File: src/rtl/uart_pkg.sv
// Shared types and constants for the UART receive path.
package uart_pkg;

  localparam int PRESCALE_W = 19;
  // One bit period is prescale shifted left by this amount (prescale*8 clocks).
  localparam int BIT_SHIFT  = 3;

  typedef enum logic [2:0] {
    ST_IDLE  = 3'd0,
    ST_START = 3'd1,
    ST_DATA  = 3'd2,
    ST_STOP  = 3'd3,
    ST_BREAK = 3'd4
  } state_e;

endpackage

File: src/rtl/uart_rx_sync.sv
// Two-flop synchronizer for rxd plus an optional 2-of-3 majority vote over the
// last three synchronized samples (enabled by UART_RX_MAJORITY_EN).
module uart_rx_sync (
  input  logic clk,
  input  logic rst_n,
  input  logic rxd_i,
  output logic rxd_s_o,
  output logic rxd_vote_o
);

  logic [1:0] sync_q;

  // NOTE: sequential state uses non-blocking assignments so every flop samples
  // pre-edge values; the line idles high, hence the reset value of 1.
  always_ff @(posedge clk or negedge rst_n) begin
    if (!rst_n) begin
      sync_q <= 2'b11;
    end else begin
      sync_q <= {sync_q[0], rxd_i};
    end
  end

  assign rxd_s_o = sync_q[1];

`ifdef UART_RX_MAJORITY_EN
  logic [1:0] hist_q;

  always_ff @(posedge clk or negedge rst_n) begin
    if (!rst_n) begin
      hist_q <= 2'b11;
    end else begin
      hist_q <= {hist_q[0], sync_q[1]};
    end
  end

  assign rxd_vote_o = (sync_q[1] & hist_q[0]) |
                      (sync_q[1] & hist_q[1]) |
                      (hist_q[0] & hist_q[1]);
`else
  assign rxd_vote_o = sync_q[1];
`endif

endmodule

File: src/rtl/uart_rx.sv
// Oversampling 8N1 UART receiver with an AXI4-Stream byte output and one-cycle
// framing/overrun status pulses. Optional majority sampling: UART_RX_MAJORITY_EN.
module uart_rx
  import uart_pkg::*;
#(
  parameter int DATA_WIDTH = 8
) (
  input  logic                  clk,
  input  logic                  rst_n,
  output logic [DATA_WIDTH-1:0] output_axis_tdata,
  output logic                  output_axis_tvalid,
  input  logic                  output_axis_tready,
  input  logic                  rxd,
  output logic                  busy,
  output logic                  overrun_error,
  output logic                  frame_error,
  input  logic [15:0]           prescale
);

  localparam int CNT_W = $clog2(DATA_WIDTH + 1);

  logic rxd_s;
  logic rxd_vote;

  uart_rx_sync u_sync (
    .clk        (clk),
    .rst_n      (rst_n),
    .rxd_i      (rxd),
    .rxd_s_o    (rxd_s),
    .rxd_vote_o (rxd_vote)
  );

  state_e                  state_q, state_d;
  logic [PRESCALE_W-1:0]   prescale_reg_q, prescale_reg_d;
  logic [PRESCALE_W-1:0]   period_q, period_d;
  logic [CNT_W-1:0]        bit_cnt_q, bit_cnt_d;
  logic [DATA_WIDTH-1:0]   shift_q, shift_d;
  logic [DATA_WIDTH-1:0]   tdata_q, tdata_d;
  logic                    tvalid_q, tvalid_d;
  logic                    frame_err_q, frame_err_d;
  logic                    overrun_q, overrun_d;
  logic                    byte_done;
  logic [PRESCALE_W-1:0]   bit_period;

  assign bit_period = PRESCALE_W'(prescale) << BIT_SHIFT;

  // Frame sequencing: the counter expires mid-bit, where each bit is sampled.
  always_comb begin
    // NOTE: every signal gets a default first so no path leaves it unassigned,
    // which would otherwise infer a latch.
    state_d        = state_q;
    prescale_reg_d = prescale_reg_q;
    period_d       = period_q;
    bit_cnt_d      = bit_cnt_q;
    shift_d        = shift_q;
    frame_err_d    = 1'b0;
    byte_done      = 1'b0;

    unique case (state_q)
      ST_IDLE: begin
        if (!rxd_s && (prescale != 16'd0)) begin
          prescale_reg_d = (bit_period >> 1) - PRESCALE_W'(2);
          period_d       = bit_period - PRESCALE_W'(1);
          state_d        = ST_START;
        end
      end
      ST_START: begin
        if (prescale_reg_q == '0) begin
          if (rxd_vote) begin
            state_d = ST_IDLE;
          end else begin
            prescale_reg_d = period_q;
            bit_cnt_d      = CNT_W'(DATA_WIDTH);
            state_d        = ST_DATA;
          end
        end else begin
          prescale_reg_d = prescale_reg_q - PRESCALE_W'(1);
        end
      end
      ST_DATA: begin
        if (prescale_reg_q == '0) begin
          shift_d        = {rxd_vote, shift_q[DATA_WIDTH-1:1]};
          bit_cnt_d      = bit_cnt_q - CNT_W'(1);
          prescale_reg_d = period_q;
          if (bit_cnt_q == CNT_W'(1)) begin
            state_d = ST_STOP;
          end
        end else begin
          prescale_reg_d = prescale_reg_q - PRESCALE_W'(1);
        end
      end
      ST_STOP: begin
        if (prescale_reg_q == '0) begin
          if (rxd_vote) begin
            byte_done = 1'b1;
            state_d   = ST_IDLE;
          end else begin
            frame_err_d = 1'b1;
            state_d     = ST_BREAK;
          end
        end else begin
          prescale_reg_d = prescale_reg_q - PRESCALE_W'(1);
        end
      end
      ST_BREAK: begin
        if (rxd_s) begin
          state_d = ST_IDLE;
        end
      end
      default: state_d = ST_IDLE;
    endcase
  end

  // Output register: a completed byte always wins; overrun when it lands on
  // an unaccepted byte.
  always_comb begin
    tdata_d   = tdata_q;
    tvalid_d  = tvalid_q;
    overrun_d = 1'b0;
    if (byte_done) begin
      tdata_d  = shift_q;
      tvalid_d = 1'b1;
      if (tvalid_q && !output_axis_tready) begin
        overrun_d = 1'b1;
      end
    end else if (tvalid_q && output_axis_tready) begin
      tvalid_d = 1'b0;
    end
  end

  always_ff @(posedge clk or negedge rst_n) begin
    if (!rst_n) begin
      state_q        <= ST_IDLE;
      prescale_reg_q <= '0;
      period_q       <= '0;
      bit_cnt_q      <= '0;
      shift_q        <= '0;
      tdata_q        <= '0;
      tvalid_q       <= 1'b0;
      frame_err_q    <= 1'b0;
      overrun_q      <= 1'b0;
    end else begin
      state_q        <= state_d;
      prescale_reg_q <= prescale_reg_d;
      period_q       <= period_d;
      bit_cnt_q      <= bit_cnt_d;
      shift_q        <= shift_d;
      tdata_q        <= tdata_d;
      tvalid_q       <= tvalid_d;
      frame_err_q    <= frame_err_d;
      overrun_q      <= overrun_d;
    end
  end

  assign output_axis_tdata  = tdata_q;
  assign output_axis_tvalid = tvalid_q;
  assign busy               = (state_q != ST_IDLE);
  assign frame_error        = frame_err_q;
  assign overrun_error      = overrun_q;

endmodule

File: config.mk
export PLATFORM = sky130hd
export DESIGN_NAME = uart_rx
export DESIGN_NICKNAME = d
export VERILOG_FILES = /design/src/rtl/uart_pkg.sv /design/src/rtl/uart_rx_sync.sv /design/src/rtl/uart_rx.sv
export SDC_FILE = /design/constraint.sdc
export NUM_CORES = 1
export LEC_CHECK = 0
export CORE_MARGIN = 2
export CORE_UTILIZATION = 60
export CTS_CLUSTER_SIZE = 14
export DETAILED_ROUTE_END_ITERATION = 10
export PLACE_DENSITY = 0.83
export SLEW_MARGIN = 10
export SYNTH_ARGS = -nofsm -noshare
export SYNTH_HDL_FRONTEND = slang
export SYNTH_SLANG_ARGS = --single-unit
File: constraint.sdc
create_clock -name clk -period 3.7 [get_ports clk]
set_input_delay 0.555 -clock clk [delete_from_list [all_inputs] [get_ports clk]]
set_output_delay 0.555 -clock clk [all_outputs]
set_load 0.01 [all_outputs]
==> impl.org <==
** Status
- Result of the run :: complete, no violations

** STA
- After routing, the total negative slack on setup checks comes to 0 ps.
- Once routing completed, OpenROAD measured the worst setup slack at 840 ps.
- Slew Viols, Final :: 0
- The worst path uses 77.3% of the clock period.
- Setup repair after global routing left no endpoint under its margin.
- Worst relative slew slack :: roughly 38%
- Maximum achievable frequency :: 350 MHz
- Across the routed clock network, the largest skew measured is between 8 and 9 ps.
- Count of endpoints failing setup in the final report :: 0
- At the pin with the least slew margin, the transition time is 923 ps.
- The number of hold violations in the final report is 0.
- Counting I/O delays and the setup requirement, the final critical path takes between 2000 and 3000 ps.

** Worst setup path
- At the worst endpoint, the required time is 3970 ps.
- On the worst path, the slowest cell contributes a delay of 580 ps.
- The slowest stage of the critical path is the a221o_2 cell.
- Data arrival at the endpoint of the critical path :: 3130 ps
- Of all nets on the critical path, the largest fanout is 24.
- Startpoint class of the critical path :: input port
- For flop-to-flop paths, the worst setup slack is 1080 ps.
- Worst Setup End Kind :: register
- The critical path is of the input port to register type.
- Traced cell by cell, the critical path runs through clkdlybuf4s50_1 -> inv_1 -> ha_1 -> nor3b_2 -> nand4b_1 -> o21bai_1 -> a221o_2 -> or3_2 -> o21ai_0.
- Depth of the worst register-to-register path :: 6

** Global route
- The layer flagged by global routing as most heavily used is met2.
- Met3 Usage GRT :: 6.11%
- In the global route stage, met1 resource usage came out at 35.2%.
- Largest net degree at the start of global routing :: 42
- Met2 track demand over resource in global routing :: 39.5%
- Global-route wire length before repair :: about 13000 um
- Remaining global-route overflow :: 0
- Global routing used 25.8% of the available tracks across all layers.
- Via count of the first global-routing pass :: 2612
- Number of antenna violations at the first check in global routing :: 0

** Job
- Number of maximum-capacitance violations :: 0

** Pwr
- Reported leakage power :: 1.76 nW
- Net switching is between 30% and 40% of the power.
- Dividing total power by cell area gives a power density of 619 nW/um^2.
- Comb power frac :: 31.8%
- Cell internal pwr :: 0.00159 W
- Portion of total power attributed to sequential cells :: 41.5%
- P_sw :: 0.000954 W
- Across the VDD grid, the largest voltage drop is about 0.00034 V.
- Portion of total power attributed to the clock network :: 26.7%

** Clock tree
- Clock buffer count from CTS :: 9
- TritonCTS built the clock tree.
- At the later pin of the worst-skew pair, clock insertion delay measures between 300 and 400 ps.
- The number of gates resized after CTS was 0.
- Clock-pin transition on the worst setup and hold timing paths :: roughly 70 ps
- The clock net in this run drives a total of 64 sinks.
- Max H-tree Level :: 3
- Total of hold buffers inserted after clock tree synthesis :: 0
- Clock Path Buffers :: 2
- CTS placed an instance of clkbuf_8 at the clock tree root.
- Buffer count from post-CTS setup fixing :: 0

** Synth
- Mapped cell area :: roughly 3600 um^2
- The number of nets in the synthesized netlist is roughly 380.
- For this run, asynchronously set or reset flops after synthesis account for 100%.
- Number of instances in the synthesized netlist :: around 350
- FF+latch count, synth :: 64
- Among all flip-flop cells after synthesis, the most frequent one is dfrtp_1.
- In this run, distinct cell masters in the synthesized netlist total 65.
- Yosys mapped a number of flops with a built-in enable equal to 0.
- Top area cells in the synthesized netlist :: dfrtp_1 44%, o21ai_0 5.1%, nor2_1 3.6%, mux2_2 3.5%, nand2_1 3.4%
- The average instance in the mapped netlist occupies 10.1 um^2.
- Most common cell in the synthesized netlist :: dfrtp_1
- Top-area cell type share of the netlist area :: 43.6%
- Synthesis warning total :: 0
- Commonest cells in the synthesized netlist :: 62 x dfrtp_1, 36 x o21ai_0, 34 x nor2_1
- The biggest area contributor in the post-synthesis netlist is dfrtp_1.
- Sequential cells were found to cover 45.1% of the synthesized design area.

** Routing
- For this block, the initial DRC count from the detailed router was between 300 and 400.
- Dividing the detail-routed wire length by the instance count gives about 16 um.
- Number of detailed-route iterations in the first pass :: 6
- Drt drc :: 0
- Post-DR vias/cell :: 6.08
- Wire length reported by the detailed router :: 7540 um
- In this run the remaining antenna-violating nets after routing total 0.
- For this block, the via count after detailed routing is 2820.

** Floorplan
- Die area :: 6560 um^2
- Die Height :: about 80 um
- The core region is 5820 um^2.
- Initial Util :: 61.1%
- # IOs :: 32
- FP Rows :: 28
- Width of the die :: roughly 81 um

** Finish
- Fraction of layout cells with a size suffix above 1 :: 15.2%
- Multi-input gate area in the final layout :: between 1500 and 2000 um^2
- Excluding fillers, the count of instances in the completed layout stands at 464.
- Register area :: 1600 um^2
- Final design area excluding fillers :: approximately 4100 um^2
- The number of antenna diodes in the final layout is 0.
- At the end of the flow, the number of nets in the layout was between 400 and 500.
- Layout area overhead :: 15.8%
- The layout has 447 filler cells.

** Hold path
- In this run the worst hold path is classified as input port to async pin.

** Placed design
- At the placement stage, the worst setup path has a slack of approximately 500 ps.
- Placed cells :: 448
- Detailed placement HPWL :: 5490 um
- Buffers added on ports :: 31
- Routability-driven placement finished with a final weighted congestion of 0.869.
- Once placement finished, the instance area stood at 3890 um^2.
==> flip-flops by register name (all words and copies together) (netlist names) <==
signal,count
shift_q,8
frame_error,1
bit_cnt_q,4
state_q,3
u_sync.sync_q,2
overrun_error,1
output_axis_tvalid,1
period_q,17
output_axis_tdata,8
prescale_reg_q,19
==> stage by stage <==
| stage | util [%] | total power (W) | hold slack (ps) |
|---|---|---|---|
| final | 70.8 | 0.00255 | 171 |
| after global routing | 70.8 | 0.00272 | 205 |
| after CTS | 70.8 | 0.00254 | 176 |
| after detailed placement | 66.9 | 0.00186 | 348 |
| after global placement | 66.9 | 0.00183 | 346 |
| after floorplan | - | 0.00165 | 259 |
==> worst max-delay path, delay by kind of cell <==
kind            cells  cell delay, ps
fa+ha+maj           1             220
compound gates      3             840
buf+inv             2             610
simple gates        3             890
==> placed cells by master, fill, tap and decap left out, types with 3 or more instances in the layout <==
| cell type | n |
|---|---|
| o21ai_0 | 36 |
| o2bb2ai_1 | 7 |
| mux2i_1 | 4 |
| dfrtp_1 | 62 |
| xnor2_1 | 8 |
| nor4_1 | 3 |
| nor3_1 | 15 |
| clkbuf_8 | 9 |
| nor4b_1 | 3 |
| inv_1 | 8 |
| clkdlybuf4s50_1 | 30 |
| nor2_1 | 34 |
| a21oi_1 | 11 |
| o21ai_1 | 8 |
| a211oi_1 | 3 |
| a221oi_1 | 7 |
| nand4_1 | 3 |
| mux2_2 | 11 |
| mux2_4 | 7 |
| a31oi_1 | 3 |
| xor2_1 | 9 |
| buf_4 | 5 |
| a22o_1 | 5 |
| ha_1 | 5 |
| nand2_1 | 32 |
| nand2b_1 | 7 |
| or4_1 | 3 |
==> logic make-up after synthesis <==
kind of cell / synth area share, %
AND/OR/NAND/NOR: 19.1
multiplexers: 7.57
AO/OA/AOI/OAI: 18.5
buffers and inverters: 3.73
adder cells (fa/ha/maj): 1.76
flip-flops: 45.1
XOR/XNOR: 4.19
==> power by group through the flow <==
stage / Clock, W / Combinational [W] / Sequential, W
after floorplan: 0 / 0.000639 / 0.00101
after global placement: 0 / 0.000776 / 0.00106
after detailed placement: 0 / 0.000801 / 0.00106
after CTS: 0.000686 / 0.000804 / 0.00105
after global routing: 0.000719 / 0.000913 / 0.00109
final: 0.000681 / 0.000809 / 0.00106
==> layer usage <==
layer	routed length (um)	vias up
li1	-	1359
met1	3370	1348
met2	3510	99
met3	501	14
met4	157	0
met5	0	-
==> layout make-up <==
cell class,instances,area share (%)
inverter,8,0.730
sequential,64,39.0
timing repair buffer,36,8.33
clock buffer,9,3.01
multi-input combinational,265,44.2
clock inverter,7,2.49
tap,75,2.28
==> path summary, 6_finish.rpt <==
path / from / end
max: prescale[0] / prescale_reg_q[0]
min: rst_n / prescale_reg_q[12]
max reg2reg: prescale_reg_q[6] / prescale_reg_q[11]
min reg2reg: u_sync.sync_q[0] / u_sync.sync_q[1]
max in group asynchronous: rst_n / u_sync.sync_q[0]
min in group clk: u_sync.sync_q[0] / u_sync.sync_q[1]
Note: power is estimated with default switching activity, not from simulation.
